## src/rtl/sr_bank.sv

```systemverilog
// sr_bank: parametrised bank of WIDTH clocked set/reset flip-flops.
// Simultaneous set and reset on a channel is resolved by CONFLICT_MODE
// (0 hold, 1 set-dominant, 2 reset-dominant, 3 toggle, >3 behaves as hold).
// EDGE_MODE 1 makes only rising edges of s/r act, judged against the
// previous cycle's inputs.
// Optional feature macro: SR_BANK_CONFLICT_CNT_EN adds the saturating
// conflict_cnt output. Without it the port and counter do not exist.
module sr_bank #(
    parameter int               WIDTH         = 8,
    parameter int               CONFLICT_MODE = 0,
    parameter logic [WIDTH-1:0] RESET_VALUE   = '0,
    parameter int               EDGE_MODE     = 0,
    parameter int               CNT_W         = 8
) (
    input  logic             clk,
    input  logic             rst_n,
    input  logic [WIDTH-1:0] s,
    input  logic [WIDTH-1:0] r,
    input  logic             clr_err,
    output logic [WIDTH-1:0] q,
    output logic [WIDTH-1:0] q_bar,
    output logic [WIDTH-1:0] conflict,
`ifdef SR_BANK_CONFLICT_CNT_EN
    output logic [CNT_W-1:0] conflict_cnt,
`endif
    output logic [WIDTH-1:0] err_sticky
);

    // Out-of-range parameters are caught at elaboration.
    if (WIDTH < 1 || WIDTH > 64 || CNT_W < 1) begin : g_param_check
        $error("sr_bank: WIDTH must be 1..64 and CNT_W at least 1");
    end

    logic [WIDTH-1:0] r_q;
    logic [WIDTH-1:0] r_s_prev;
    logic [WIDTH-1:0] r_r_prev;
    logic [WIDTH-1:0] r_conflict;
    logic [WIDTH-1:0] r_err_sticky;

    logic [WIDTH-1:0] w_s_eff;
    logic [WIDTH-1:0] w_r_eff;
    logic [WIDTH-1:0] w_both;
    logic [WIDTH-1:0] w_conf_val;
    logic [WIDTH-1:0] w_q_nxt;

    // Effective requests: raw levels, or rising edges against last cycle.
    always_comb begin
        w_s_eff = s;
        w_r_eff = r;
        if (EDGE_MODE == 1) begin
            w_s_eff = s & ~r_s_prev;
            w_r_eff = r & ~r_r_prev;
        end
        w_both = w_s_eff & w_r_eff;
    end

    // Conflict resolution value and next state. Written as bitwise logic
    // so an X on a channel's s/r propagates to that channel's q only.
    always_comb begin
        case (CONFLICT_MODE)
            1:       w_conf_val = '1;
            2:       w_conf_val = '0;
            3:       w_conf_val = ~r_q;
            default: w_conf_val = r_q;
        endcase
        w_q_nxt = (w_s_eff & ~w_r_eff)
                | (~w_s_eff & ~w_r_eff & r_q)
                | (w_both & w_conf_val);
    end

    // Latch state, edge history, conflict pulse and sticky flags.
    always_ff @(posedge clk or negedge rst_n) begin
        if (!rst_n) begin
            r_q          <= RESET_VALUE;
            r_s_prev     <= '0;
            r_r_prev     <= '0;
            r_conflict   <= '0;
            r_err_sticky <= '0;
        end else begin
            r_q          <= w_q_nxt;
            r_s_prev     <= s;
            r_r_prev     <= r;
            r_conflict   <= w_both;
            // A new conflict outranks a simultaneous clear.
            r_err_sticky <= (r_err_sticky & ~{WIDTH{clr_err}}) | w_both;
        end
    end

    assign q          = r_q;
    assign q_bar      = ~r_q;
    assign conflict   = r_conflict;
    assign err_sticky = r_err_sticky;

`ifdef SR_BANK_CONFLICT_CNT_EN
    logic [CNT_W-1:0] r_cnt;
    logic [6:0]       w_pop;
    logic [CNT_W-1:0] w_base;
    logic [CNT_W+7:0] w_sum;
    logic [CNT_W-1:0] w_cnt_nxt;

    // Popcount of this cycle's conflicts, added to the count (or to zero
    // on clr_err) in a wide sum and clamped at the all-ones maximum.
    always_comb begin
        w_pop = '0;
        for (int i = 0; i < WIDTH; i++) begin
            w_pop = w_pop + {6'd0, w_both[i]};
        end
        w_base = clr_err ? '0 : r_cnt;
        w_sum  = {8'd0, w_base} + {{(CNT_W + 1){1'b0}}, w_pop};
        if (w_sum > {8'd0, {CNT_W{1'b1}}}) begin
            w_cnt_nxt = {CNT_W{1'b1}};
        end else begin
            w_cnt_nxt = w_sum[CNT_W-1:0];
        end
    end

    // Saturating conflict counter.
    always_ff @(posedge clk or negedge rst_n) begin
        if (!rst_n) begin
            r_cnt <= '0;
        end else begin
            r_cnt <= w_cnt_nxt;
        end
    end

    assign conflict_cnt = r_cnt;
`endif

endmodule

```

## config.mk

```make
export PLATFORM = sky130hd
export DESIGN_NAME = sr_bank
export DESIGN_NICKNAME = d
export VERILOG_FILES = /design/src/rtl/sr_bank.sv
export SDC_FILE = /design/constraint.sdc
export NUM_CORES = 1
export LEC_CHECK = 0
export CORE_UTILIZATION = 32
export CTS_CLUSTER_SIZE = 12
export DETAILED_ROUTE_END_ITERATION = 8
export PLACE_DENSITY = 0.73
export SKIP_LAST_GASP = 1
export SLEW_MARGIN = 20
export SYNTH_ARGS = -nofsm -noshare
export SYNTH_HDL_FRONTEND = slang
export SYNTH_SLANG_ARGS = --single-unit
export TNS_END_PERCENT = 30
```

## constraint.sdc

```tcl
create_clock -name clk -period 0.8 [get_ports clk]
set_clock_uncertainty 0.05 [all_clocks]
set_input_delay 0.08 -clock clk [delete_from_list [all_inputs] [get_ports clk]]
set_output_delay 0.08 -clock clk [all_outputs]
set_load 0.01 [all_outputs]
```

* Yosys cells after proc, flatten, opt, wreduce, memory -nomap -nowiden
Index checks and enable logic that the tools add are counted.
Storage, ports and cells: register bits after elaboration 24, latch bits 0, RAM bits 0, ROM bits 0, input port bits 19, output and inout port bits 32, word-level logic and storage cells 16, memories 0
Operators by class: add/subtract/negate cells 0, $mul 0, div/mod/pow operators 0, magnitude comparators 0, equality and inequality tests 0, shifts and indexed selects 0, multiplexer cells 0, bitwise operators 13, reductions and logical operators 0
Operators with widths (count):
- $and A8 B8 Y8 | 6
- $not A8 Y8 | 4
- $or A8 B8 Y8 | 3

* Longest topological paths before layout
Gate-level depths: netlist (run 1).
depth after elaboration 5, gate-level depth with buffers 2

* Least setup slack after synthesis (run 1)
Ideal clock, no wire load.
kind register -> register, from register r_q[0] (netlist: q[0]), to register r_q[0] (netlist: q[0]), library setup time 126 ps, arrival 707 ps, data required time 624 ps, path slack -83 ps, cell stages (with the launch flop) 2, path buffers 0, period minus slack after synthesis 883 ps, cell sequence dfrtp_1 -> maj3_2
On the way: word-level cells in the longest chain between the ends 3
RTL lines:
- from (decl) | line 34 | logic [WIDTH-1:0] r_q;
- from (signal assigned) | line 80 | r_q <= w_q_nxt;
- $and A8 B8 Y8 | line 67 | | (~w_s_eff & ~w_r_eff & r_q)
- $or A8 B8 Y8 | line 67
- $or A8 B8 Y8 * | line 68 | | (w_both & w_conf_val);
- net w_q_nxt[0] | line 44 | logic [WIDTH-1:0] w_q_nxt;
The timed path passes the listed nets; every way through them passes the cells marked *.

* Worst setup path after layout (run 1)
from register r_q[1] (netlist: q[1]), to register r_q[1] (netlist: q[1])
The elaborated chain is that of the path after synthesis.

==> results.yml, run 1 <==
timing:
  holdWs_ps: 39.6
  hold_viol: 0
  tightest_slew_ps: 283
  slew_headroom: 0.811
  fin_crit_sh: 1.40
  grt_setup_unrepaired: "true"
  fmax_mhz: 893
  layout_setup_ws_ps: -320
  min_period_ps: 1120
  drv_slew: 0
  setup_violations: 42
outcome:
  violations: "setup timing"
  status: "finished with violations"
clock_network:
  root_buffer: "clkbuf_4"
  clock_latency_ps: 310
  cts_max_level: 1
  cts_buffers: 3
  clkTransAtPathRegs_ps: 140
  cts_tree: "done"
  cts_max_path_buffers: 2
  cts_sinks: 24
logic_synthesis:
  synth_cell_types: 8
  syn-num-nets: 85
  syn_area_per_cell_sq_um: 13.1
  netlist_instances: 66
  seq_area_frac_synth: 0.697
  ys_seq_elements: 24
  syn_area_sq_um: 862
  yosys_warnings: 0
job:
  maxCapViolations: 0
finish:
  nNetsFinal: 157
  area_growth_pct: 79.5
  fillCellCount: 227
  diodes: 0
  postLayoutCellArea_sq_um: 1550
  drive_gt1_frac: 0.372
  seqCellArea_sq_um: 601
  multiInputGateArea_sq_um: 201
global_route:
  overflow: 0
  gr-usage-all-layers: 0.154
  grt_max_degree: 25
  grt_pass1_vias: 714
  antenna_found_initial: 0
  grt_pass1_wl_mm: 3.16
floorplan:
  rows: 18
  initial_utilization: 0.342
  fp.dieH_microns: 53.9
  ios: 51
  core_sq_um: 2520
  die-area_sq_um: 2910
  fp.dieW_microns: 53.9
setup_path:
  max_stage_delay_ps: 420
  end_kind: "register"
  crit_arrival_ps: 1270
  crit_path_top_delay_cell: "dfrtp_1"
  path_delay_family: "flip-flops"
  path_max_fanout: 2
  cp.buffers_inverters: 2
  critical_path_class: "register to register"
  crit_chain: "buf_6 -> buf_4 -> maj3_2"
  worst_setup_path_start_kind: "register"
  required_ps: 950
detailed_routing:
  drtAntennaViolNets: 0
  wire_per_inst_microns: 11.5
  drc: 0
  wirelength_mm: 1.93
  firstDrtPassIters: 1
  vias: 718
  drtIter0Drc: 0
  viasPerCell: 4.30
pwr:
  powerDensity_nw_per_um2: 1880
  leakagePower_nw: 0.833
  vdd_drop_max_v: 0.00143
placement:
  dp_hpwl_mm: 1.37
  postPlaceCellArea_sq_um: 1470
  portBuffers: 50
  place_congestion: 0.602
worst_hold_path:
  hp-class: "primary input to async pin"
==> cells by family after synthesis <==
| kind of cell | count (synthesis) | share of synthesized area |
|---|---|---|
| DFF | 24 | 0.697 |
| buffers and inverters | 16 | 0.0697 |
| AOI/OAI and AO/OA | 9 | 0.0755 |
| adders and majority gates | 7 | 0.0914 |
| and+or+nand+nor | 10 | 0.0668 |
==> cell type report <==
cell class / instances / area share
clock buffers: 3 / 0.0146
inverters: 16 / 0.0388
flip-flops and latches: 24 / 0.388
well taps: 30 / 0.0243
repair buffers: 67 / 0.385
clock inverters: 1 / 0.0194
multi-input cells: 26 / 0.130
==> cells in the mapped netlist, drive strengths merged <==
library cell / number / share of area
maj3: 7 / 0.091
dfrtp: 24 / 0.70
o21ai: 1 / 0.0058
nor2: 1 / 0.0043
a21o: 8 / 0.070
nand2: 1 / 0.0043
inv: 16 / 0.070
and2: 8 / 0.058
==> per-layer routing <==
layer,GRT usage,wire [microns]
met1,0.177,731
met2,0.282,1060
met3,0.0452,134
met4,0.0263,0
met5,0,0
==> state kept, by name, indices dropped and copies added (netlist names) <==
name	count
err_sticky	8
q	8
conflict	8
==> final timing paths <==
path                       slack [ps]               startpoint  cells past startpoint                      end
min reg2reg                       440  err_sticky[4]$_DFF_PN0_                      1  err_sticky[4]$_DFF_PN0_
max in group asynchronous         510                    rst_n                      2    conflict[5]$_DFF_PN0_
max reg2reg                      -320           q[1]$_DFF_PN0_                      3           q[1]$_DFF_PN0_
min                                40                    rst_n                      2  err_sticky[0]$_DFF_PN0_
min in group clk                  310                     r[7]                      2           q[7]$_DFF_PN0_
max                              -320           q[1]$_DFF_PN0_                      3           q[1]$_DFF_PN0_
==> stage by stage <==
| step | setup slack, ps | util | power [mW] | std cells | TNS (ps) |
|---|---|---|---|---|---|
| 4_1_cts | -321 | 0.624 | 2.95 | 167 | -11250 |
| 3_3_place_gp | -283 | 0.581 | 2.03 | 153 | -10750 |
| 6_report | -320 | 0.614 | 2.92 | 167 | -10010 |
| 2_1_floorplan | -82.9 | - | 1.57 | 66 | -580 |
| 3_5_place_dp | -299 | 0.581 | 2.05 | 153 | -11340 |
| 5_1_grt | -354 | 0.614 | 3.05 | 167 | -11710 |
==> cell usage in the layout (no fill, tap or decap), types with 5 or more instances in the layout <==
master,netlist,routed
dfrtp_1,24,24
clkdlybuf4s50_1,0,18
inv_1,16,11
buf_4,0,11
clkdlybuf4s15_1,0,10
buf_6,0,10
and2_1,8,8
a21o_1,8,8
buf_2,0,8
maj3_2,7,7
inv_2,0,5
clkbuf_2,0,5
==> power breakdown <==
part	internal (mW)	switching, mW	leakage, nW
clock	0.506	0.367	0.0279
sequential	1.31	0.0512	0.294
combinational	0.416	0.266	0.512
total	2.23	0.684	0.833
==> what timing repair did <==
action | 4_1_cts | 5_1_grt
setup buffers | 10 | 0
resized for setup | 95 | 11
hold buffers | 0 | 0
endpoints found under the setup margin | 40 | 42
hold endpoints to repair | 0 | 0
Power figures use the tool's default switching activity.
==> run 2, diff against run 1 <==
--- a/config.mk
+++ b/config.mk
@@ -5,10 +5,13 @@
 export SDC_FILE = /design/constraint.sdc
 export NUM_CORES = 1
 export LEC_CHECK = 0
-export CORE_UTILIZATION = 32
+export CELL_PAD_IN_SITES_DETAIL_PLACEMENT = 1
+export CELL_PAD_IN_SITES_GLOBAL_PLACEMENT = 1
+export CORE_MARGIN = 2
+export CORE_UTILIZATION = 24
 export CTS_CLUSTER_SIZE = 12
 export DETAILED_ROUTE_END_ITERATION = 8
-export PLACE_DENSITY = 0.73
+export PLACE_DENSITY_LB_ADDON = 0.1
 export SKIP_LAST_GASP = 1
 export SLEW_MARGIN = 20
 export SYNTH_ARGS = -nofsm -noshare
==> run 2 against run 1 <==
- the run still ends with setup timing left
- critical path depth fell by 1
- largest power group unchanged
- setup slack gained 95 ps
- routed wire length is 8.0% higher
- sequential power hardly changed
- flip-flop and latch count stayed put
- critical endpoint is now q_bar[4]
- clock-buffer cell count unchanged
- power shrank 17%
- sequential share of layout area increased by 4.4 points
- maximum frequency grew 9.2%
- design area down 10%
- register-to-register slack improved by 120 ps
==> results.yml, run 2 (synthesis gave the netlist of run 1 again) <==
outcome:
  status: "finished with violations"
  violations: "setup timing"
global_route:
  grt_pass1_vias: 732
  overflow: 0
  gr-usage-all-layers: 0.113
  grt_pass1_wl_mm: 3.53
  antenna_found_initial: 0
  grt_max_degree: 25
placement:
  dp.cells: 172
  dp_hpwl_mm: 1.56
  place_ws_ps: -311
  place_congestion: 0.623
  portBuffers: 50
floorplan:
  core_sq_um: 3390
  rows: 21
  die-area_sq_um: 4090
  fp.dieH_microns: 63.9
  ios: 51
  fp.dieW_microns: 63.9
  initial_utilization: 0.254
finish:
  diodes: 0
  area_growth_pct: 61.4
  fillCellCount: 398
  final_cells: 177
  seqCellArea_sq_um: 601
  final_cell_mix: "28 x buf_2, 24 x dfrtp_1, 18 x clkdlybuf4s50_1, 16 x inv_1, 11 x buf_4"
  drive_gt1_frac: 0.412
  nNetsFinal: 152
  multiInputGateArea_sq_um: 201
  final_common_cell: "buf_2"
timing:
  layout_setup_ws_ps: -226
  drv_slew: 0
  holdWs_ps: 64.7
  setup_tns_ps: -6950
  min_period_ps: 1030
  tightest_slew_ps: 342
  setup_violations: 44
  slew_headroom: 0.772
  grt_setup_unrepaired: "true"
  fmax_mhz: 975
  hold_viol: 0
  fin_crit_sh: 1.28
detailed_routing:
  vias: 703
  viasPerCell: 3.97
  wirelength_mm: 2.08
  drtIter0Drc: 9
  firstDrtPassIters: 2
  drtAntennaViolNets: 0
  wire_per_inst_microns: 11.7
  drc: 0
setup_path:
  path_max_fanout: 3
  crit_path_top_delay_cell: "dfrtp_1"
  crit_arrival_ps: 900
  critical_path_class: "register to output port"
  end_kind: "output port"
  worst_setup_path_start_kind: "register"
  required_ps: 670
  max_stage_delay_ps: 420
  crit_chain: "inv_1 -> buf_2"
clock_network:
  clkTransAtPathRegs_ps: 120
  cts_buffers: 3
  holdBufCountCts: 0
  root_buffer: "clkbuf_4"
  cts_sinks: 24
  cts_max_level: 1
  cts_max_path_buffers: 2
  cts_tree: "done"
  clock_latency_ps: 300
pwr:
  vdd_drop_max_v: 0.00123
  leakagePower_nw: 0.775
  powerDensity_nw_per_um2: 1740
job:
  maxCapViolations: 0
worst_hold_path:
  hp-class: "primary input to async pin"
run 2: cell types whose count changed in the layout (fill, tap and decap cells not counted), sizes merged:
cell           before  now
bufinv              1    0
dlygate4sd2         4    0
clkdlybuf4s15      10    0
clkbuf              8    6
buf                30   41
run 2: worst paths after layout:
path / from / endpoint / slack, ps / cells after the start
min in group clk: r[7] / q[7]$_DFF_PN0_ / 320 / 2
worst min register to register: err_sticky[1]$_DFF_PN0_ / err_sticky[1]$_DFF_PN0_ / 430 / 1
worst max-delay path: q[4]$_DFF_PN0_ / q_bar[4] / -230 / 2
worst min-delay path: rst_n / q[0]$_DFF_PN0_ / 60 / 2
worst max register to register: q[6]$_DFF_PN0_ / q[6]$_DFF_PN0_ / -200 / 2
max in group asynchronous: rst_n / conflict[2]$_DFF_PN0_ / 490 / 2
run 2: per-stage QoR:
step / utilization / power, mW / area, sq um
floorplan: - / 1.57 / 862
global placement: 0.445 / 2.06 / 1510
detailed placement: 0.445 / 2.08 / 1510
CTS: 0.419 / 2.50 / 1420
global route: 0.410 / 2.59 / 1390
finish: 0.410 / 2.43 / 1390
run 2: per-layer routing:
layer	routed length [microns]	part of all wire	GRT usage
met4	15	0.0072	0.0245
met5	0	0	0
met2	1030	0.49	0.195
met1	793	0.38	0.123
met3	244	0.12	0.0581
run 2: layout make-up:
class                      instances  area share
clock buffer                       3      0.0162
inverter                          16      0.0432
multi-input combinational         26       0.145
sequential                        24       0.432
tap                               46      0.0414
timing repair buffer              62       0.323
run 2: repair_timing:
action,CTS,global route
endpoints found under the setup margin,42,44
pin swaps,3,0
gates cloned,0,0
gates resized for setup,119,7
buffers inserted,5,0
run 2: report_power, final:
group	switching (mW)	internal (mW)	leakage, nW
logic	0.245	0.320	0.467
clock network	0.327	0.176	0.0138
registers	0.0497	1.31	0.294
run 2: worst max-delay path: cells and delay by family (launching register included):
| kind | cells | cell delay [ps] |
|---|---|---|
| flip-flops | 1 | 420 |
| buffers and inverters | 2 | 180 |
==> run 3, diff against run 2 <==
--- a/config.mk
+++ b/config.mk
@@ -9,6 +9,7 @@
 export CELL_PAD_IN_SITES_GLOBAL_PLACEMENT = 1
 export CORE_MARGIN = 2
 export CORE_UTILIZATION = 24
+export CTS_BUF_LIST = sky130_fd_sc_hd__clkbuf_16
 export CTS_CLUSTER_SIZE = 12
 export DETAILED_ROUTE_END_ITERATION = 8
 export PLACE_DENSITY_LB_ADDON = 0.1
==> run 3 against run 2 <==
- utilization rose by 2.3 points
- the flow still finishes with violations (setup timing)
- via count fell by 1.1%
- first-iteration DRC count rose by 11%
- highest routed layer unchanged
==> results.yml, run 3 (synthesis gave the netlist of run 1 again) <==
outcome:
  status: "finished with violations"
  violations: "setup timing"
global_route:
  grt_max_degree: 25
  grt_pass1_wl_mm: 3.52
  grt_pass1_vias: 727
  antenna_found_initial: 0
  overflow: 0
  gr-usage-all-layers: 0.113
timing:
  fmax_mhz: 1020
  tightest_slew_ps: 317
  drv_slew: 0
  grt_setup_unrepaired: "true"
  layout_setup_ws_ps: -178
  slew_headroom: 0.788
  min_period_ps: 978
  setup_violations: 43
  setup_tns_ps: -4920
  hold_viol: 0
  fin_crit_sh: 1.22
clock_network:
  cts_setup_buffers: 0
  cts_tree: "done"
  cts_sinks: 24
  cts_max_level: 1
  clock_latency_ps: 250
  cts_buffers: 3
  clkTransAtPathRegs_ps: 60
  cts_max_path_buffers: 2
  root_buffer: "clkbuf_16"
finish:
  nNetsFinal: 150
  drive_gt1_frac: 0.372
  area_growth_pct: 70.2
  diodes: 0
  final_cell_mix: "24 x dfrtp_1, 24 x buf_2, 18 x clkdlybuf4s50_1, 16 x inv_1"
  fillCellCount: 383
  fin_util: 0.433
  postLayoutCellArea_sq_um: 1470
setup_path:
  r2r_cells: 2
  end_kind: "register"
  required_ps: 880
  path_max_fanout: 3
  critical_path_class: "register to register"
  worst_setup_path_start_kind: "register"
  crit_arrival_ps: 1060
placement:
  postPlaceCellArea_sq_um: 1510
  place_ws_ps: -311
  portBuffers: 50
  dp_hpwl_mm: 1.56
  place_congestion: 0.623
floorplan:
  ios: 51
  fp.dieW_microns: 63.9
  die-area_sq_um: 4090
  rows: 21
  core_sq_um: 3390
  fp.dieH_microns: 63.9
  initial_utilization: 0.254
job:
  maxCapViolations: 0
pwr:
  leakagePower_nw: 0.793
  powerDensity_nw_per_um2: 2020
  vdd_drop_max_v: 0.00153
  power.total_mw: 2.97
detailed_routing:
  drtAntennaViolNets: 0
  drc: 0
  wire_per_inst_microns: 11.7
  drtIter0Drc: 10
  viasPerCell: 3.97
  firstDrtPassIters: 4
  wirelength_mm: 2.06
  vias: 695
worst_hold_path:
  hp-class: "primary input to async pin"
==> run 3: routing by layer <==
metal	GRT usage	vias up	part of all wire
met3	0.0581	2	0.11
met5	0	-	0
met2	0.189	31	0.49
met4	0.0245	0	0.0039
li1	-	330	-
met1	0.127	332	0.40
==> run 3: final timing paths <==
path,start,end,slack [ps]
setup / recovery,q[6]$_DFF_PN0_,q[6]$_DFF_PN0_,-180
hold / removal,rst_n,q[0]$_DFF_PN0_,130
setup reg to reg,q[6]$_DFF_PN0_,q[6]$_DFF_PN0_,-180
hold reg to reg,err_sticky[1]$_DFF_PN0_,err_sticky[1]$_DFF_PN0_,420
max in group asynchronous,rst_n,q[4]$_DFF_PN0_,420
min in group clk,r[7],q[7]$_DFF_PN0_,390
==> run 3: through the flow <==
stage          cells  hold WS, ps
3_5_place_dp     172          400
5_1_grt          175          150
4_1_cts          175          142
2_1_floorplan     66         -266
3_3_place_gp     172          404
6_report         175          131
==> run 3: cell type report <==
| class | instances | area [sq um] | share of cell area |
|---|---|---|---|
| Timing Repair Buffer | 60 | 473 | 0.322 |
| Clock buffer | 3 | 75.1 | 0.0512 |
| Inverter | 16 | 60.1 | 0.0409 |
| Multi-Input combinational cell | 26 | 201 | 0.137 |
| Tap cell | 46 | 57.6 | 0.0392 |
| Sequential cell | 24 | 601 | 0.409 |
==> run 3: repair_timing <==
| item | in CTS | in global routing |
|---|---|---|
| setup endpoints to repair | 48 | 48 |
| pin swaps | 2 | 4 |
| gates resized for setup | 113 | 10 |
| hold buffers | 0 | 0 |
==> run 3: power by group <==
group | internal [mW] | switching (mW)
clock | 0.659 | 0.373
sequential | 1.31 | 0.0552
combinational | 0.329 | 0.242
total | 2.30 | 0.670
==> run 3: worst max-delay path, cell delays in order (launching register included) <==
cell and delay (ps):
dfrtp_1 400, buf_6 120, maj3_2 290
